### src/rtl/alarm_bank_pkg.sv
// Shared constants for the alarm bank: edit-field codes, channel states and
// the wrap-around helpers used when editing a stored alarm time.
package alarm_bank_pkg;

  localparam logic [1:0] SELECT_SEC  = 2'd0;
  localparam logic [1:0] SELECT_MIN  = 2'd1;
  localparam logic [1:0] SELECT_HOUR = 2'd2;

  localparam int CNT_W = 12;

  typedef enum logic [1:0] {
    ALM_IDLE    = 2'd0,
    ALM_RINGING = 2'd1,
    ALM_SNOOZED = 2'd2
  } alm_state_t;

  function automatic logic [5:0] incSixty(input logic [5:0] value);
    return (value >= 6'd59) ? 6'd0 : value + 6'd1;
  endfunction

  function automatic logic [4:0] incHour(input logic [4:0] value);
    return (value >= 5'd23) ? 5'd0 : value + 5'd1;
  endfunction

endpackage

### src/rtl/alarm_bank_channel.sv
// One alarm channel: stored time, armed flag, ring/snooze state machine and
// its shared ring/snooze countdown.
module alarm_channel
  import alarm_bank_pkg::*;
#(
  parameter int RING_SECS   = 60,
  parameter int SNOOZE_SECS = 300
) (
  input  logic       clk,
  input  logic       reset,
  input  logic       tick,
  input  logic [5:0] sec_in,
  input  logic [5:0] min_in,
  input  logic [4:0] hour_in,
  input  logic       sel,
  input  logic [1:0] select,
  input  logic       increment,
  input  logic       arm_toggle,
  input  logic       snooze,
  input  logic       dismiss,
  output logic [5:0] sec_out,
  output logic [5:0] min_out,
  output logic [4:0] hour_out,
  output logic       armed,
  output logic       ringing
);

  localparam logic [CNT_W-1:0] RING_CNT   = CNT_W'(RING_SECS);
  localparam logic [CNT_W-1:0] SNOOZE_CNT = CNT_W'(SNOOZE_SECS);

  logic [5:0]       r_sec;
  logic [5:0]       r_min;
  logic [4:0]       r_hour;
  logic             r_armed;
  alm_state_t       r_state;
  logic [CNT_W-1:0] r_count;

  alm_state_t       w_stateNext;
  logic [CNT_W-1:0] w_countNext;
  logic             w_disarm;
  logic             w_match;

  // Editing touches only the setting and armed flag, never the ring state.
  always_ff @(posedge clk) begin
    if (!reset) begin
      r_sec   <= '0;
      r_min   <= '0;
      r_hour  <= '0;
      r_armed <= 1'b0;
    end else begin
      if (sel && increment) begin
        case (select)
          SELECT_SEC:  r_sec  <= incSixty(r_sec);
          SELECT_MIN:  r_min  <= incSixty(r_min);
          SELECT_HOUR: r_hour <= incHour(r_hour);
          default: ;
        endcase
      end
      if (sel && arm_toggle) r_armed <= ~r_armed;
    end
  end

  always_ff @(posedge clk) begin
    if (!reset) begin
      r_state <= ALM_IDLE;
      r_count <= '0;
    end else begin
      r_state <= w_stateNext;
      r_count <= w_countNext;
    end
  end

  // Disarm beats dismiss beats snooze beats anything the tick would do.
  always_comb begin
    w_stateNext = r_state;
    w_countNext = r_count;
    w_disarm    = sel && arm_toggle && r_armed;
    w_match     = tick && r_armed &&
                  (r_sec == sec_in) && (r_min == min_in) && (r_hour == hour_in);
    if (w_disarm || dismiss) begin
      w_stateNext = ALM_IDLE;
      w_countNext = '0;
    end else if (snooze && (r_state == ALM_RINGING)) begin
      w_stateNext = ALM_SNOOZED;
      w_countNext = SNOOZE_CNT;
    end else if (tick) begin
      case (r_state)
        ALM_IDLE: begin
          if (w_match) begin
            w_stateNext = ALM_RINGING;
            w_countNext = RING_CNT;
          end
        end
        ALM_RINGING: begin
          if (r_count <= 12'd1) begin
            w_stateNext = ALM_IDLE;
            w_countNext = '0;
          end else begin
            w_countNext = r_count - 12'd1;
          end
        end
        ALM_SNOOZED: begin
          if (r_count <= 12'd1) begin
            w_stateNext = ALM_RINGING;
            w_countNext = RING_CNT;
          end else begin
            w_countNext = r_count - 12'd1;
          end
        end
        default: begin
          w_stateNext = ALM_IDLE;
          w_countNext = '0;
        end
      endcase
    end
  end

  assign sec_out  = r_sec;
  assign min_out  = r_min;
  assign hour_out = r_hour;
  assign armed    = r_armed;
  assign ringing  = (r_state == ALM_RINGING);

endmodule

### src/rtl/alarm_bank.sv
// Bank of independent alarm channels: decodes the edit target, multiplexes
// the selected channel's stored time and merges all ringing flags.
module alarm_bank
  import alarm_bank_pkg::*;
#(
  parameter int N_ALARMS    = 4,
  parameter int RING_SECS   = 60,
  parameter int SNOOZE_SECS = 300,
  localparam int SEL_W      = (N_ALARMS > 1) ? $clog2(N_ALARMS) : 1
) (
  input  logic                clk,
  input  logic                reset,
  input  logic                tick,
  input  logic [5:0]          sec_in,
  input  logic [5:0]          min_in,
  input  logic [4:0]          hour_in,
  input  logic [SEL_W-1:0]    sel_alarm,
  input  logic [1:0]          select,
  input  logic                increment,
  input  logic                arm_toggle,
  input  logic                snooze,
  input  logic                dismiss,
  output logic [5:0]          sec_out,
  output logic [5:0]          min_out,
  output logic [4:0]          hour_out,
  output logic [N_ALARMS-1:0] armed,
  output logic [N_ALARMS-1:0] ringing,
  output logic                out
);

  logic [N_ALARMS-1:0] w_sel;
  logic [5:0]          w_secArr  [N_ALARMS];
  logic [5:0]          w_minArr  [N_ALARMS];
  logic [4:0]          w_hourArr [N_ALARMS];

  // An out-of-range sel_alarm matches no channel, so edits are dropped.
  for (genvar g = 0; g < N_ALARMS; g++) begin : g_chan
    assign w_sel[g] = (sel_alarm == SEL_W'(g));

    alarm_channel #(
      .RING_SECS  (RING_SECS),
      .SNOOZE_SECS(SNOOZE_SECS)
    ) u_chan (
      .clk       (clk),
      .reset     (reset),
      .tick      (tick),
      .sec_in    (sec_in),
      .min_in    (min_in),
      .hour_in   (hour_in),
      .sel       (w_sel[g]),
      .select    (select),
      .increment (increment),
      .arm_toggle(arm_toggle),
      .snooze    (snooze),
      .dismiss   (dismiss),
      .sec_out   (w_secArr[g]),
      .min_out   (w_minArr[g]),
      .hour_out  (w_hourArr[g]),
      .armed     (armed[g]),
      .ringing   (ringing[g])
    );
  end

  always_comb begin
    sec_out  = '0;
    min_out  = '0;
    hour_out = '0;
    for (int i = 0; i < N_ALARMS; i++) begin
      if (w_sel[i]) begin
        sec_out  = w_secArr[i];
        min_out  = w_minArr[i];
        hour_out = w_hourArr[i];
      end
    end
  end

  assign out = |ringing;

endmodule

### config.mk
export PLATFORM = sky130hd
export DESIGN_NAME = alarm_bank
export DESIGN_NICKNAME = d
export VERILOG_FILES = /design/src/rtl/alarm_bank_pkg.sv /design/src/rtl/alarm_bank_channel.sv /design/src/rtl/alarm_bank.sv
export SDC_FILE = /design/constraint.sdc
export NUM_CORES = 1
export LEC_CHECK = 0
export CORE_MARGIN = 2
export CORE_UTILIZATION = 60
export DETAILED_ROUTE_END_ITERATION = 10
export PLACE_DENSITY = 0.9
export SLEW_MARGIN = 20
export SYNTH_ARGS = -nofsm -noshare
export SYNTH_HDL_FRONTEND = slang
export SYNTH_HIERARCHICAL = 1
export SYNTH_SLANG_ARGS = --single-unit
### constraint.sdc
create_clock -name clk -period 2.8 [get_ports clk]
set_clock_uncertainty 0.05 [all_clocks]
set_input_delay 0.42 -clock clk [delete_from_list [all_inputs] [get_ports clk]]
set_output_delay 0.42 -clock clk [all_outputs]
set_load 0.05 [all_outputs]
==> results of run 1 <==
==> per-layer routing <==
metal / track usage (%) / part of all wire, % / vias to the layer above
li1: - / - / 3521
met1: 38.63 / 40 / 3624
met2: 52.55 / 47 / 415
met3: 8.832 / 8.8 / 91
met4: 14.58 / 4.2 / 0
met5: 0 / 0 / -
==> placed cells by master (no fill, tap or decap), drive strengths merged, types with 10 or more instances in the layout <==
cell           netlist  layout
nand3               17      17
a21oi               57      57
inv                 24      27
a31oi               16      16
nor3b               12      12
nand3b              10      10
o21ai               64      64
nor2               102     102
buf                  7      57
nor3                15      15
mux4                17      17
xnor2               56      56
nor2b               28      28
nor4                20      20
nand2               71      71
or3                 17      17
xor2                79      79
nand4               30      30
clkdlybuf4s50        0      36
mux2i               19      19
dfxtp              128     128
clkbuf              14      17
ha                  20      20
==> worst min-delay path by stage <==
stage | slack (ns) | startpoint | endpoint
finish | 0.42 | g_chan[1].u_chan/r_count[1]$_SDFFE_PP0P_ | g_chan[1].u_chan/r_count[1]$_SDFFE_PP0P_
global route | 0.43 | g_chan[2].u_chan/r_count[1]$_SDFFE_PP0P_ | g_chan[2].u_chan/r_count[1]$_SDFFE_PP0P_
CTS | 0.41 | g_chan[2].u_chan/r_count[1]$_SDFFE_PP0P_ | g_chan[2].u_chan/r_count[1]$_SDFFE_PP0P_
detailed placement | 0.40 | g_chan[2].u_chan/r_count[1]$_SDFFE_PP0P_ | g_chan[2].u_chan/r_count[1]$_SDFFE_PP0P_
global placement | 0.40 | g_chan[2].u_chan/r_count[1]$_SDFFE_PP0P_ | g_chan[2].u_chan/r_count[1]$_SDFFE_PP0P_
floorplan | 0.39 | g_chan[0].u_chan/r_count[1]$_SDFFE_PP0P_ | g_chan[0].u_chan/r_count[1]$_SDFFE_PP0P_
==> critical path, delay by kind of cell (launching register included) <==
kind | cells | cell delay [ns]
buffers and inverters | 1 | 0.71
flip-flops | 1 | 0.45
AND/OR/NAND/NOR | 2 | 0.64
==> power by group through the flow <==
stage	Sequential [W]	Clock (W)	Combinational [W]
after floorplan	0.00189	0	0.000127
after global placement	0.00188	0	0.000274
after detailed placement	0.00188	0	0.000282
after CTS	0.00184	0.00240	0.000285
after global routing	0.00184	0.00248	0.000307
final	0.00184	0.00238	0.000290
==> logic make-up (layout without fill, tap and decap cells) <==
family / after synthesis / count (layout)
buf+inv: 45 / 149
xor+xnor: 135 / 135
flops: 128 / 128
mux: 36 / 36
compound gates: 202 / 202
fa+ha+maj: 20 / 20
simple gates: 352 / 352
==> state kept, by name, summed over array words and instances, names as in the netlist <==
signal and flops:
g_chan.u_chan/hour_out 20, g_chan.u_chan/r_count 48, g_chan.u_chan/armed 4, g_chan.u_chan/sec_out 24, g_chan.u_chan/r_state 8, g_chan.u_chan/min_out 24
==> final cells by class <==
cell class,instances,area (um2)
Tap cell,172,215.2
Timing Repair Buffer,93,813.3
Clock buffer,17,425.4
Multi-Input combinational cell,745,5134
Fill cell,910,3273
Clock inverter,15,209.0
Sequential cell,128,2562
Inverter,24,90.09
==> through the flow <==
step,setup WS [ns],area (um2),power [W],util (%)
global placement,0.08442,8815,0.002157,69.29
global route,0.06785,9449,0.004633,74.27
detailed placement,-0.003856,8815,0.002165,69.29
CTS,0.1200,9449,0.004526,74.27
finish,0.1082,9449,0.004519,74.27
floorplan,0.2718,7905,0.002017,-
==> out/results.tsv, run 1 <==
metric	value	unit
Power Dens Cells	478.2	nW/um2
worst-margin pin slew	0.6904	ns
ys async rst share	0	%
worst-path maximum fanout	6	
final hold viol count	0	
first-pass GRT wire length	36030	um
sequential area share after synthesis	32.42	%
reg2reg setup slack	0.48	ns
outcome	completed	
TritonCTS sink count	128	
global placer's final weighted congestion	0.9418	
Synth Area in XOR/XNOR	14.96	%
Ys Warns	6	
simple-gate share of the synthesized area	23.69	%
Critical R2R Launch	g_chan[3].u_chan/r_count[0]$_SDFFE_PP0P_	
CP endpoint	out	
Startpoint Class	flip-flop	
# resized after CTS	0	
Post-DP HPWL	15260	um
max incr delay on CP	0.71	ns
Req. time, crit path	2.33	ns
Slew headroom	53.49	%
synth unique cells	56	
worst hold path type	flip-flop to flip-flop	
leak pwr	3.558	nW
P&R area growth vs syn	19.53	%
global router's overall resource usage	31.89	%
Crit Reg-Reg Endpoint	g_chan[3].u_chan/r_count[9]$_SDFFE_PP0P_	
Post-Synth Adder-Cell Area	3.166	%
Routed WL	22240	um
top cells by area, synth	dfxtp_1 32%, xor2_1 8.8%, xnor2_1 6.2%	
final layout net count	1057	
Sw Ratio	23.62	%
cts hold-fix bufs	0	
Top Ports	54	
TritonCTS clock tree	done	
DR vias/cell	6.408	
main combinational cell family by area after synthesis	simple AND/OR/NAND/NOR gates	
Core Region	12720	um2
CP Class	flip-flop to primary output	
CTS Buf Count	17	
Initial Util	62.14	%
Die Ht	118.8	um
Non-Filler Instances	1194	
H-tree Lvls	4	
Hold Path Depth	2	
leading area contributor after synthesis	dfxtp_1	
Worst Path Arrival	2.22	ns
Clk pin slew, worst setup/hold paths	0.06	ns
grt ovf	0	
reg2reg path depth	8	
net count after synthesis	966	
Most used DFF post-synth	dfxtp_1	
Clk network pwr share	52.8	%
Setup crit start	g_chan[3].u_chan/r_state[1]$_SDFFE_PP0P_	
hold slack	0.4155	ns
Critical Path Sink Type	primary output	
crit path time final	2.692	ns
Mapped Cells	918	
vias in the first global route	7273	
Comb pwr share	6.4	%
Pint	0.003451	W
switching power	0.001068	W
number of remaining DRC errors	0	
via count	7651	
area of the die	14110	um2
layout cells sized above 1	11.64	%
final setup fails	0	
row cnt	41	
Routed Antenna Nets	0	
Critical Path Slowest Stage Cell	clkdlybuf4s50_1	
WL/cell	18.63	um
Compound-Gate Fraction of Synth Area	15.83	%
Skew-Pair Late Insertion Delay	0.42	ns
DP Cell Count	1162	
flops & latches, synth	128	
Synth top cells by count	128 x dfxtp_1, 101 x nor2_1, 79 x xor2_1	
Post-synth EDFFs	0	
average size of a mapped cell	8.611	um2
final period utilization	96.14	%
crit-path cells	nor2b_1 -> or4_1 -> clkdlybuf4s50_1	
setup tns final	0	ns
most common cell in the netlist	dfxtp_1	
max-cap violations	0	
initial antenna violation count	0	
Buffers on Ports	53	
first drt pass iteration count	6	
Seq pwr share	40.8	%
Final Max Slew Viols	0	
largest net degree at the start of global routing	31	
post-synthesis mux area share	7.297	%
postcts setup bufs	0	
number of diodes	0	
f_max	0.3715	GHz
Syn Std Cell Area	7905	um2
Die X-Extent	118.8	um
Yosys top cell area share	32.42	%
VDD IR max	0.5319	mV
maximum clock path buffer count	2	
DRT iter0 DRCs	914	
Clock Tree Root	clkbuf_16	
RSZ-0062 raised after global routing	no	
Power figures use the tool's default switching activity.
==> run 2: changes to the inputs <==
--- a/config.mk
+++ b/config.mk
@@ -5,10 +5,12 @@
 export SDC_FILE = /design/constraint.sdc
 export NUM_CORES = 1
 export LEC_CHECK = 0
+export CORE_ASPECT_RATIO = 1.5
 export CORE_MARGIN = 2
 export CORE_UTILIZATION = 60
 export DETAILED_ROUTE_END_ITERATION = 10
 export PLACE_DENSITY = 0.9
+export SKIP_LAST_GASP = 1
 export SLEW_MARGIN = 20
 export SYNTH_ARGS = -nofsm -noshare
 export SYNTH_HDL_FRONTEND = slang
==> out/results.tsv, run 2 (synthesis gave the netlist of run 1 again) <==
metric	value	unit	change
outcome	completed		
H-tree Lvls	4		unchanged
Sw Ratio	22.79	%	-0.84 points
largest delay contributor family on the critical path	buffers and inverters		
Clk pin slew, worst setup/hold paths	0.06	ns	about the same
f_max	0.3697	GHz	-0.49%
setup tns final	0	ns	unchanged
Worst Hold End	g_chan[0].u_chan/r_count[1]$_SDFFE_PP0P_		
crit path time final	2.705	ns	+0.01317 ns
first-pass GRT wire length	37400	um	+3.8%
Slew headroom	55.30	%	+1.8 points
maximum clock path buffer count	2		unchanged
number of diodes	0		unchanged
GR Util met3	6.428	%	-2.4 points
CTS Buf Count	17		unchanged
Worst Path Arrival	2.23	ns	about the same
GR Util met2	62.00	%	+9.4 points
Routed Antenna Nets	0		unchanged
layout cells sized above 1	12.15	%	+0.50 points
crit-path cells	nor2b_1 -> or4_1 -> clkdlybuf4s50_1		
VDD IR max	0.3417	mV	-36%
RSZ-0062 raised after global routing	no		
DRT iter0 DRCs	678		-26%
Hold Path Depth	2		unchanged
switching power	0.001042	W	-2.4%
commonest non-fill, non-tap cell in the layout	dfxtp_1		
first drt pass iteration count	5		-1
number of remaining DRC errors	0		unchanged
cts hold-fix bufs	0		unchanged
max FFs per register	48		unchanged
worst path bufs/invs	1		unchanged
Crit Reg-Reg Endpoint	g_chan[3].u_chan/r_count[9]$_SDFFE_PP0P_		
Routed WL	22860	um	+2.8%
Critical R2R Launch	g_chan[3].u_chan/r_count[0]$_SDFFE_PP0P_		
Overall Power	0.004573	W	+1.2%
Reg with most FFs	g_chan.u_chan/r_count		
grt ovf	0		unchanged
row cnt	51		+24%
Startpoint Class	flip-flop		
Post-DP HPWL	16140	um	+5.8%
most frequent cells in the layout	128 x dfxtp_1, 101 x nor2_1, 79 x xor2_1		
final setup fails	0		unchanged
final period utilization	96.61	%	+0.47 points
reg2reg setup slack	0.40	ns	-0.08 ns
max incr delay on CP	0.71	ns	about the same
Req. time, crit path	2.33	ns	about the same
Buffers on Ports	53		unchanged
final layout net count	1064		+0.66%
Final Max Slew Viols	0		unchanged
Comb pwr share	6.3	%	about the same
Initial Util	61.03	%	-1.1 points
TritonCTS clock tree	done		
gr busiest metal	met2		
Top Ports	54		unchanged
final hold viol count	0		unchanged
Critical Path Slowest Stage Cell	clkdlybuf4s50_1		
worst-path maximum fanout	6		unchanged
P&R area growth vs syn	19.80	%	
vias in the first global route	7713		+6.0%
CP Class	flip-flop to primary output		
Die X-Extent	97.72	um	-18%
Seq pwr share	40.3	%	-0.5 points
worst hold path type	flip-flop to flip-flop		
TritonCTS sink count	128		unchanged
area of the die	14130	um2	+0.14%
Die Ht	144.6	um	+22%
Clock Tree Root	clkbuf_16		
reg2reg path depth	8		unchanged
via count	7743		+1.2%
worst-margin pin slew	0.6634	ns	-0.02693 ns
Clk network pwr share	53.4	%	+0.6 points
initial antenna violation count	0		unchanged
postcts setup bufs	0		unchanged
Skew-Pair Late Insertion Delay	0.42	ns	about the same
Worst Min Path Start	g_chan[0].u_chan/r_count[1]$_SDFFE_PP0P_		
Core Region	12950	um2	+1.8%
DR vias/cell	6.518		+1.7%
leak pwr	3.589	nW	+0.86%
global router's overall resource usage	33.03	%	+1.1 points
Pint	0.003531	W	+2.3%
largest net degree at the start of global routing	17		-45%
WL/cell	19.25	um	+3.3%
global placer's final weighted congestion	0.9563		+1.5%
routing usage on met1	34.32	%	-4.3 points
Critical Path Sink Type	primary output		
max-cap violations	0		unchanged
# resized after CTS	0		unchanged
Power Dens Cells	482.9	nW/um2	+0.98%
run 2: changes by cell type in the layout (fill, tap and decap cells not counted):
cell	delta
buf_12	-2
clkinv_2	+2
buf_4	+9
clkinvlp_4	-1
clkbuf_1	+1
bufinv_16	+1
inv_6	-3
run 2: power by group through the flow:
| stage | logic (W) | registers, W | clock network [W] |
|---|---|---|---|
| after floorplan | 0.000127 | 0.00189 | 0 |
| after global placement | 0.000276 | 0.00188 | 0 |
| after detailed placement | 0.000280 | 0.00188 | 0 |
| after CTS | 0.000284 | 0.00184 | 0.00244 |
| after global routing | 0.000306 | 0.00184 | 0.00253 |
| final | 0.000288 | 0.00184 | 0.00244 |
run 2: worst register-to-register path: stages, from the launching register on:
cell and delay, ns:
dfxtp_1 0.41, inv_1 0.06, ha_1 0.23, or2_2 0.35, a41oi_1 0.27, nand2_1 0.20
nor2_4 0.18, or4b_1 0.44, a21oi_1 0.14
run 2: through the flow:
| stage | cell area, um2 | std cells | util (%) | worst slack, ns | hold WS (ns) |
|---|---|---|---|---|---|
| final | 9470 | 1188 | 73.11 | 0.09503 | 0.4250 |
| after global routing | 9470 | 1188 | 73.11 | 0.04842 | 0.4410 |
| after detailed placement | 8826 | 1156 | 68.13 | 0.008449 | 0.4072 |
| after floorplan | 7905 | 918 | - | 0.2718 | 0.3895 |
| after global placement | 8826 | 1156 | 68.13 | 0.06484 | 0.3977 |
| after CTS | 9470 | 1188 | 73.11 | 0.1121 | 0.4244 |
run 2: layout make-up:
cell class	instances	area, um2
Multi-Input combinational cell	745	5134
Fill cell	926	3483
Sequential cell	128	2562
Timing Repair Buffer	100	840.8
Clock buffer	18	429.2
Clock inverter	14	215.2
Tap cell	159	198.9
Inverter	24	90.09
run 2: worst max-delay path by stage:
stage | from | cells after the start | end | slack [ns]
final | g_chan[3].u_chan/r_state[1]$_SDFFE_PP0P_ | 3 | out | 0.1
after global routing | g_chan[3].u_chan/r_state[1]$_SDFFE_PP0P_ | 3 | out | 0.05
after CTS | g_chan[3].u_chan/r_state[1]$_SDFFE_PP0P_ | 3 | out | 0.11
after detailed placement | min_in[4] | 7 | g_chan[3].u_chan/r_count[1]$_SDFFE_PP0P_ | 0.008
after global placement | min_in[4] | 7 | g_chan[3].u_chan/r_count[10]$_SDFFE_PP0P_ | 0.06
after floorplan | g_chan[1].u_chan/r_state[0]$_SDFFE_PP0P_ | 4 | out | 0.27
run 2: per-layer routing:
layer / vias up / wire (um)
li1: 3539 / -
met1: 3691 / 8382
met3: 106 / 1455
met4: 0 / 1099
met2: 407 / 11930
met5: - / 0
==> run 3: changes to the inputs <==
--- a/config.mk
+++ b/config.mk
@@ -5,14 +5,14 @@
 export SDC_FILE = /design/constraint.sdc
 export NUM_CORES = 1
 export LEC_CHECK = 0
+export ABC_AREA = 0
 export CORE_ASPECT_RATIO = 1.5
 export CORE_MARGIN = 2
 export CORE_UTILIZATION = 60
 export DETAILED_ROUTE_END_ITERATION = 10
 export PLACE_DENSITY = 0.9
 export SKIP_LAST_GASP = 1
-export SLEW_MARGIN = 20
+export SLEW_MARGIN = 25
 export SYNTH_ARGS = -nofsm -noshare
 export SYNTH_HDL_FRONTEND = slang
-export SYNTH_HIERARCHICAL = 1
 export SYNTH_SLANG_ARGS = --single-unit
==> out/results.tsv, run 3 <==
metric	value	unit	change
P&R area growth vs syn	18.73	%	
grt ovf	0		unchanged
worst hold path type	flip-flop to flip-flop		
layout cells sized above 1	13.70	%	+1.6 points
initial antenna violation count	0		unchanged
Setup crit start	sec_in[4]		
max FFs per register	48		unchanged
DR vias/cell	6.523		about the same
Routed WL	22360	um	-2.2%
average size of a mapped cell	8.558	um2	-0.62%
most frequent cells in the layout	130 x nor2_1, 128 x dfxtp_1, 74 x xor2_1		
final layout net count	1058		-0.56%
Reg with most FFs	g_chan.u_chan.r_count		
crit-path cells	clkdlybuf4s50_1 -> xor2_1 -> nor4_1 -> nand3_1 -> o41a_1 -> buf_4 -> nor3_1 -> nor3_1		
Worst Min Path Start	g_chan[2].u_chan.r_count[10]$_SDFFE_PP0P_		
outcome	completed		
Die Ht	145.0	um	+0.28%
f_max	0.3733	GHz	+0.98%
VDD IR max	0.3858	mV	+13%
Most used DFF post-synth	dfxtp_1		
crit path time final	2.679	ns	-0.02616 ns
RSZ-0062 raised after global routing	no		
Routed Antenna Nets	0		unchanged
worst-margin pin slew	0.6585	ns	-0.004907 ns
final setup fails	0		unchanged
postcts setup bufs	0		unchanged
Crit path top cell by count	nor3_1		
H-tree Lvls	4		unchanged
net count after synthesis	977		+1.1%
hold slack	0.4315	ns	+0.006417 ns
first-pass GRT wire length	36520	um	-2.3%
WL/cell	18.94	um	-1.6%
sequential area share after synthesis	32.23	%	-0.18 points
Buffers on Ports	53		unchanged
max incr delay on CP	0.52	ns	-0.19 ns
DRT iter0 DRCs	633		-6.6%
placed instance area	8831	um2	about the same
max-cap violations	0		unchanged
most common cell in the netlist	nor2_1		
Initial Util	61.37	%	+0.35 points
Skew-Pair Late Insertion Delay	0.43	ns	about the same
Post-DP HPWL	15500	um	-4.0%
commonest non-fill, non-tap cell in the layout	nor2_1		
Sw Ratio	22.94	%	+0.15 points
Hold Path Depth	2		unchanged
flops & latches, synth	128		unchanged
largest net degree at the start of global routing	29		+12
maximum clock path buffer count	2		unchanged
number of remaining DRC errors	0		unchanged
CTS Buf Count	17		unchanged
Critical Path Slowest Stage Cell	clkdlybuf4s50_1		
global placer's final weighted congestion	0.9987		+4.4%
Syn Std Cell Area	7950	um2	+0.57%
row cnt	51		unchanged
Overall Power	0.004427	W	-3.2%
CP Class	input pin to flip-flop		
Pint	0.003411	W	-3.4%
Seq pwr share	41.6	%	+1.3 points
Synth top cells by count	130 x nor2_1, 128 x dfxtp_1, 74 x xor2_1		
synth unique cells	69		+23%
number of diodes	0		unchanged
fin area	9439	um2	-0.33%
leading area contributor after synthesis	dfxtp_1		
ys async rst share	0	%	unchanged
Die X-Extent	97.99	um	+0.27%
Mapped Cells	929		+1.2%
top cells by area, synth	dfxtp_1 32%, xor2_1 8.2%, xnor2_1 6.3%		
switching power	0.001015	W	-2.6%
final hold viol count	0		unchanged
Slew headroom	55.69	%	+0.39 points
cts hold-fix bufs	0		unchanged
Req. time, crit path	3.05	ns	+0.72 ns
Critical Path Sink Type	flip-flop		
Clk network pwr share	51.7	%	-1.7 points
final period utilization	95.67	%	-0.93 points
Clock Tree Root	clkbuf_16		
via count	7704		-0.50%
setup tns final	0	ns	unchanged
leak pwr	3.664	nW	+2.1%
Critical R2R Launch	g_chan[3].u_chan.sec_out[4]$_SDFFE_PN0P_		
first drt pass iteration count	5		unchanged
reg2reg setup slack	0.28	ns	-0.12 ns
Final Max Slew Viols	0		unchanged
Crit Reg-Reg Endpoint	g_chan[3].u_chan.r_count[3]$_SDFFE_PP0P_		
global router's overall resource usage	31.71	%	-1.3 points
Comb pwr share	6.6	%	+0.3 points
Clk pin slew, worst setup/hold paths	0.06	ns	about the same
worst path bufs/invs	2		+1
Power Dens Cells	469.0	nW/um2	-2.9%
reg2reg path depth	7		-1
largest delay contributor family on the critical path	simple AND/OR/NAND/NOR gates		
TritonCTS clock tree	done		
Ys Warns	0		-6
vias in the first global route	7613		-1.3%
Core Region	12950	um2	unchanged
Yosys top cell area share	32.23	%	-0.18 points
worst-path maximum fanout	8		+2
Post-synth EDFFs	0		unchanged
Worst Hold End	g_chan[2].u_chan.r_count[10]$_SDFFE_PP0P_		
Startpoint Class	input pin		
Worst Path Arrival	2.93	ns	+0.70 ns
area of the die	14210	um2	+0.55%
TritonCTS sink count	128		unchanged
Top Ports	54		unchanged
## run 3: how the worst max path moves through the flow
| stage | to | cells past startpoint |
|---|---|---|
| after global routing | g_chan[3].u_chan.r_count[3]$_SDFFE_PP0P_ | 8 |
| after global placement | g_chan[0].u_chan.r_count[2]$_SDFFE_PP0P_ | 9 |
| final | g_chan[3].u_chan.r_count[3]$_SDFFE_PP0P_ | 8 |
| after floorplan | min_out[2] | 4 |
| after detailed placement | g_chan[3].u_chan.r_count[9]$_SDFFE_PP0P_ | 8 |
| after CTS | out | 3 |
## run 3: power by group through the flow
stage	logic (W)	registers, W	clock network (W)
finish	0.000294	0.00184	0.00229
floorplan	0.000157	0.00188	0
CTS	0.000286	0.00184	0.00229
global route	0.000308	0.00184	0.00238
detailed placement	0.000281	0.00188	0
global placement	0.000278	0.00188	0
## run 3: what timing repair did
action | in CTS | in global routing
gates resized for setup | 0 | 1
hold endpoints to repair | 0 | 0
setup endpoints to repair | 0 | 1
## run 3: worst min-delay path, cell delays in order (launching register included)
cell and delay, ns:
dfxtp_1 0.32, o31ai_1 0.06, a21oi_1 0.05
## run 3: cell families (layout without fill, tap and decap cells)
kind of cell / count (synthesis) / count (layout) / share of synthesized area (%)
simple gates: 356 / 356 / 22.95
compound gates: 201 / 201 / 16.78
xor+xnor: 131 / 131 / 14.43
flops: 128 / 128 / 32.23
buf+inv: 58 / 151 / 3.352
mux: 35 / 35 / 7.114
fa+ha+maj: 20 / 20 / 3.148
## run 3: final cells by class
class	instances	area, um2
flip-flops and latches	128	2562
clock buffers	21	470.5
multi-input cells	743	5121
well taps	159	198.9
repair buffers	102	883.3
fillers	862	3515
clock inverters	10	135.1
inverters	18	67.56
## run 3: metal layers
metal	track usage, %	up-vias	routed length, um
met5	0	-	0
met2	54.28	421	11160
met1	35.06	3621	8186
li1	-	3534	-
met3	7.129	128	1646
met4	19.79	0	1371
## run 3: through the flow
step                      instances  setup WS (ns)  util (%)
after floorplan                 929         0.1427         -
after global placement         1150       -0.05073     68.17
after detailed placement       1150        -0.1285     68.17
after CTS                      1181        0.03584     72.85
after global routing           1181        0.02526     72.87
final                          1181         0.1212     72.87
